`src/rtl/u_dat_pkg.sv`:
```
// u_dat_pkg: shared types for the data-SRAM arbiter (request payload, owner tag).
// Revision 1.0
`default_nettype none

package u_dat_pkg;

  localparam int RD_LAT_MAX = 4;

  typedef struct packed {
    logic [31:0] a;
    logic [3:0]  we;
    logic [31:0] wd;
    logic [3:0]  re;
  } dat_req_t;

  typedef enum logic {
    OWN_M0 = 1'b0,
    OWN_M1 = 1'b1
  } owner_e;

  // One slot of the read-response pipeline.
  typedef struct packed {
    logic   vld;
    owner_e own;
  } rsp_t;

endpackage

`default_nettype wire

```
`src/rtl/u_rr_arb2.sv`:
```
// u_rr_arb2: two-way round-robin arbiter with a registered last-grant pointer.
// Revision 1.0
`default_nettype none

module u_rr_arb2
  import u_dat_pkg::*;
(
  input  logic       clk,
  input  logic       rstn,
  input  logic [1:0] req_i,
  input  logic       adv_i,
  output logic [1:0] gnt_o,
  output owner_e     last_o
);

  owner_e last_q;
  owner_e last_d;

  always_comb begin
    gnt_o = req_i;
    // Contention goes to whichever master was not granted last.
    if (req_i == 2'b11) begin
      gnt_o = (last_q == OWN_M1) ? 2'b01 : 2'b10;
    end
    last_d = last_q;
    if (adv_i && gnt_o[0]) begin
      last_d = OWN_M0;
    end else if (adv_i && gnt_o[1]) begin
      last_d = OWN_M1;
    end
  end

  always_ff @(posedge clk or negedge rstn) begin
    if (!rstn) begin
      last_q <= OWN_M1;
    end else begin
      last_q <= last_d;
    end
  end

  assign last_o = last_q;

endmodule

`default_nettype wire

```
`src/rtl/u_dat_arb.sv`:
```
// u_dat_arb: round-robin sharing of the single-ported data SRAM between two masters,
// with read responses routed back to the owner after RD_LAT cycles. Revision 1.0
`default_nettype none

module u_dat_arb
  import u_dat_pkg::*;
#(
  parameter int RD_LAT = 1
) (
  input  logic        clk,
  input  logic        rstn,
  input  logic        m0_req,
  input  logic [31:0] m0_a,
  input  logic [3:0]  m0_we,
  input  logic [31:0] m0_wd,
  input  logic [3:0]  m0_re,
  output logic        m0_gnt,
  output logic        m0_vld,
  output logic [31:0] m0_rd,
  input  logic        m1_req,
  input  logic [31:0] m1_a,
  input  logic [3:0]  m1_we,
  input  logic [31:0] m1_wd,
  input  logic [3:0]  m1_re,
  output logic        m1_gnt,
  output logic        m1_vld,
  output logic [31:0] m1_rd,
  output logic [31:0] dat_a,
  output logic [3:0]  dat_we,
  output logic [31:0] dat_wd,
  output logic [3:0]  dat_re,
  input  logic [31:0] dat_rd
);

  logic [1:0] gnt;
  owner_e     last;
  dat_req_t   m0_p;
  dat_req_t   m1_p;
  dat_req_t   sel_p;
  rsp_t       pipe_d;
  rsp_t       pipe_q [RD_LAT];

  assign m0_p = '{a: m0_a, we: m0_we, wd: m0_wd, re: m0_re};
  assign m1_p = '{a: m1_a, we: m1_we, wd: m1_wd, re: m1_re};

  // Every grant is a completed transfer, so the pointer always advances on one.
  u_rr_arb2 u_arb (
    .clk    (clk),
    .rstn   (rstn),
    .req_i  ({m1_req, m0_req}),
    .adv_i  (1'b1),
    .gnt_o  (gnt),
    .last_o (last)
  );

  assign m0_gnt = gnt[0];
  assign m1_gnt = gnt[1];

  always_comb begin
    sel_p = '0;
    if (gnt[0]) begin
      sel_p = m0_p;
    end else if (gnt[1]) begin
      sel_p = m1_p;
    end
    pipe_d.vld = |sel_p.re;
    pipe_d.own = gnt[1] ? OWN_M1 : OWN_M0;
  end

  assign dat_a  = sel_p.a;
  assign dat_we = sel_p.we;
  assign dat_wd = sel_p.wd;
  assign dat_re = sel_p.re;

  always_ff @(posedge clk or negedge rstn) begin
    if (!rstn) begin
      for (int i = 0; i < RD_LAT; i++) begin
        pipe_q[i] <= '0;
      end
    end else begin
      pipe_q[0] <= pipe_d;
      for (int i = 1; i < RD_LAT; i++) begin
        pipe_q[i] <= pipe_q[i-1];
      end
    end
  end

  // The tail slot lines up with dat_rd, so both masters see the SRAM data directly.
  assign m0_vld = pipe_q[RD_LAT-1].vld && (pipe_q[RD_LAT-1].own == OWN_M0);
  assign m1_vld = pipe_q[RD_LAT-1].vld && (pipe_q[RD_LAT-1].own == OWN_M1);
  assign m0_rd  = dat_rd;
  assign m1_rd  = dat_rd;

`ifndef SYNTHESIS
  always_ff @(posedge clk) begin
    if (rstn) begin
      assert (RD_LAT >= 1 && RD_LAT <= RD_LAT_MAX);
      assert (!((|sel_p.we) && (|sel_p.re)));
      assert (gnt != 2'b11);
      assert (!(m0_req && m1_req) || ((last == OWN_M0) ? !gnt[0] : !gnt[1]));
    end
  end
`endif

endmodule

`default_nettype wire

```
`config.mk`:
```
export PLATFORM = sky130hd
export DESIGN_NAME = u_dat_arb
export DESIGN_NICKNAME = d
export VERILOG_FILES = /design/src/rtl/u_dat_pkg.sv /design/src/rtl/u_rr_arb2.sv /design/src/rtl/u_dat_arb.sv
export SDC_FILE = /design/constraint.sdc
export NUM_CORES = 1
export LEC_CHECK = 0
export ABC_AREA = 1
export CELL_PAD_IN_SITES_DETAIL_PLACEMENT = 0
export CELL_PAD_IN_SITES_GLOBAL_PLACEMENT = 2
export CORE_MARGIN = 2
export CORE_UTILIZATION = 10
export CTS_CLUSTER_SIZE = 20
export DETAILED_ROUTE_END_ITERATION = 7
export PLACE_DENSITY_LB_ADDON = 0.1
export SETUP_SLACK_MARGIN = 0.15
export SYNTH_ARGS = -nofsm -noshare
export SYNTH_HDL_FRONTEND = slang
export SYNTH_SLANG_ARGS = --single-unit
```
`constraint.sdc`:
```
create_clock -name clk -period 2 [get_ports clk]
set_clock_uncertainty 0.05 [all_clocks]
set_input_delay 0.2 -clock clk [delete_from_list [all_inputs] [get_ports clk]]
set_output_delay 0.2 -clock clk [all_outputs]
set_load 0.05 [all_outputs]
```
==> qor.yml <==
synth.area.top_cells: "sky130_fd_sc_hd__nand2_1, sky130_fd_sc_hd__buf_4, sky130_fd_sc_hd__buf_2"
maxSlewHeadroom_pct: 65.3
setup.worst_path.end: "dat_a[12]"
dr.first_iter.drc_count: 40
crit-reg2reg-launch: "u_arb.last_o"
vias_in_the_first_global_route: 2363
synth-edff-count: 0
drive_above_1_share_pct: 28.2
fp.dieArea_um2: 16200
timing.critical_path.slowest_cell_delay_ns: 0.53
drt_pre_antenna_iters: 4
synth_top_cell_by_area: "sky130_fd_sc_hd__nand2_1"
timing.critical_path.to_type: "output pin"
synth_nets: 492
reg2reg_depth: 7
area_of_the_mapped_netlist_um2: 1520
placementRows: 45
dp.cells: 652
post-synth-top-count-cell: "sky130_fd_sc_hd__nand2_1"
clockPowerShare_pct: 13.1
drc_errors_left: 0
clockRootBuffer: "sky130_fd_sc_hd__clkbuf_16"
relative_contribution_of_combinational_cells_to_total_power_pct: 83.8
fin_cells: 664
met2WireLength_um: 4450
final_antenna_net_count: 0
wl_met3_um: 789
critical_path_arrival_ns: 1.64
ios: 320
pins_over_their_slew_limit: 0
core_region_area_um2: 15000
clkSlewWorstSetupHoldPaths_ns: 0.03
wl_per_cell_um: 13.1
cp-start-kind: "register"
clock_tree.htree_level_count: 1
critPathTopFamily: "buffers and inverters"
timing.critical_path.buf_inv: 5
start_util_pct: 10.1
cts_buffers: 3
layout.nets: 657
numPortBuffers: 223
mean_area_per_synthesized_cell_um2: 4.87
detail_route.wirelength.met1_um: 3190
setup-tns-final_ns: 0
most_common_flop_cell_mapped_by_yosys: "sky130_fd_sc_hd__dfrtp_1"
hold_path_class: "in2async"
dp_slack_ns: 0.126
cp-startpoint: "u_arb.last_o"
peakVddDrop_mv: 0.212
regToRegSetupSlack_ns: 0.66
max_slew.worst_pin.slew_ns: 0.519
worst_skew_pair.late_latency_ns: 0.22
run_status: "completed"
detailroute.via_count: 2394
maximum_number_of_pins_on_one_net_before_global_route_repair: 30
number_of_antenna_violations_at_the_first_check_in_global_routing: 0
data_required_time_of_the_worst_path_ns: 1.75
setup_repair_after_global_routing_missed_its_margin: "yes"
highest_layer: "met4"
layout_min_cycle_time_ns: 1.89
cts_max_path_buffers: 2
crit_path_cell_trace: "inv_2 -> a21boi_4 -> buf_6 -> buf_12 -> buf_16 -> nand2_2 -> nand2_2 -> buf_12"
global_route_wire_length_before_repair_um: 12800
finish.instance_area_um2: 4680
postSynth.asyncResetShare_pct: 100
timing.final.setup_violations: 0
power.share.sequential_pct: 3.1
ys_warn_count: 0
gp_routability_congestion: 0.692
post_cts_hold_buffer_count: 0
cpMaxStageDelayCell: "sky130_fd_sc_hd__dfstp_2"
power_leakage_uw: 0.00219
synth_common_cells: "sky130_fd_sc_hd__nand2_1, sky130_fd_sc_hd__buf_4, sky130_fd_sc_hd__buf_2"
die-width_um: 127
final_clock_period_utilization_by_the_worst_path_pct: 94.3
place.detailed.hpwl_um: 6600
final_report_hold_violation_count: 0
grt_remaining_overflow: 0
tritoncts: "yes"
criticalPathCategory: "reg2out"
p_per_area_nw_per_um2: 509
die_y_um: 127
vias_per_cell: 3.61
switching_power_uw: 1050
portion_of_the_post_synthesis_area_used_by_sequential_elements_pct: 5.02
switching_share_pct: 44.2
post_synth_num_cell_types: 12
regToRegEndpoint: "pipe_q[1]"
syn_to_final_growth_pct: 208
max_freq_mhz: 530
cts_num_sinks: 3
netlist_instances: 312
max_cap_violations: 0
critPathMaxFanout: 7
postPlaceCellArea_um2: 4270
postSynthRegisterBits: 3
layout_setup_ws_ns: 0.113
crit_cells: 8
antenna-diode-count: 0
grt_usage_pct: 9.95
routed_wl_um: 8670
synth_largest_type_area_fraction_pct: 52.6
p_int_uw: 1330
[metal layers]
metal,GRT usage [%],up-vias
li1,-,1195
met1,11.1,1038
met2,18.3,136
met3,2.72,25
met4,3.17,0
met5,0,-
[flip-flops by register name, indices dropped and copies added (netlist names)]
signal        count
pipe_q            2
u_arb.last_o      1
[cells in the final DEF (no fill, tap or decap)]
cell                              synthesis  layout
sky130_fd_sc_hd__nand2_1                213     177
sky130_fd_sc_hd__clkdlybuf4s50_1          0     147
sky130_fd_sc_hd__buf_12                   0      78
sky130_fd_sc_hd__nand2_2                  0      18
sky130_fd_sc_hd__nand2_4                  0      18
sky130_fd_sc_hd__nand3_1                  8       8
sky130_fd_sc_hd__buf_4                   64       8
sky130_fd_sc_hd__clkbuf_16                0       4
sky130_fd_sc_hd__nor2_1                   3       3
sky130_fd_sc_hd__buf_16                   0       3
sky130_fd_sc_hd__inv_2                    1       2
sky130_fd_sc_hd__inv_1                    3       2
sky130_fd_sc_hd__dfrtp_1                  2       2
sky130_fd_sc_hd__a21boi_4                 0       1
sky130_fd_sc_hd__o21ai_0                  1       1
sky130_fd_sc_hd__clkbuf_1                 0       1
sky130_fd_sc_hd__dlymetal6s2s_1           0       1
sky130_fd_sc_hd__buf_6                    1       1
sky130_fd_sc_hd__dfstp_2                  1       1
[kinds of logic (layout without fill, tap and decap cells)]
family | after synthesis | count (layout) | share of synthesized area [%]
DFF | 3 | 3 | 5.02
AOI/OAI and AO/OA | 2 | 2 | 1.07
buffers and inverters | 83 | 247 | 37.9
and+or+nand+nor | 224 | 224 | 56.0
[cell type report]
| class | instances | area [um^2] |
|---|---|---|
| multi-input combinational | 226 | 1050 |
| tap | 188 | 235 |
| fill | 1597 | 10300 |
| inverter | 4 | 15.0 |
| clock buffer | 4 | 78.8 |
| sequential | 3 | 76.3 |
| timing repair buffer | 239 | 3220 |
[how the worst min path moves through the flow]
stage | start | to | cells past startpoint | slack, ns
after detailed placement | rstn | pipe_q[0] | 1 | 0.34
after global placement | rstn | pipe_q[0] | 1 | 0.34
after CTS | rstn | pipe_q[0] | 1 | 0.11
after floorplan | rstn | pipe_q[0] | 0 | -0.15
final | rstn | pipe_q[0] | 1 | 0.11
after global routing | rstn | pipe_q[1] | 1 | 0.12
[repair_timing]
item                                   CTS  global route
gates resized for setup                 49            11
setup buffers                            4             0
pin swaps                                6             2
setup endpoints to repair               68            67
endpoints found under the hold margin    0             0
gates cloned                             3             1
[metrics by stage]
stage	total power, uW	util [%]	hold slack [ns]
final	2390	31.2	0.110
after global routing	2500	31.2	0.124
after CTS	2400	30.8	0.110
after detailed placement	1960	28.4	0.339
after global placement	1970	28.4	0.342
after floorplan	1210	-	-0.146
[power by group through the flow]
| stage | Clock [uW] | Sequential [uW] | Combinational (uW) |
|---|---|---|---|
| after CTS | 320 | 74.5 | 2000 |
| after floorplan | 0 | 73.5 | 1140 |
| after global routing | 329 | 75.6 | 2100 |
| after global placement | 0 | 74.6 | 1890 |
| final | 313 | 74.4 | 2000 |
| after detailed placement | 0 | 74.1 | 1890 |
(Power assumes the default switching activity.)
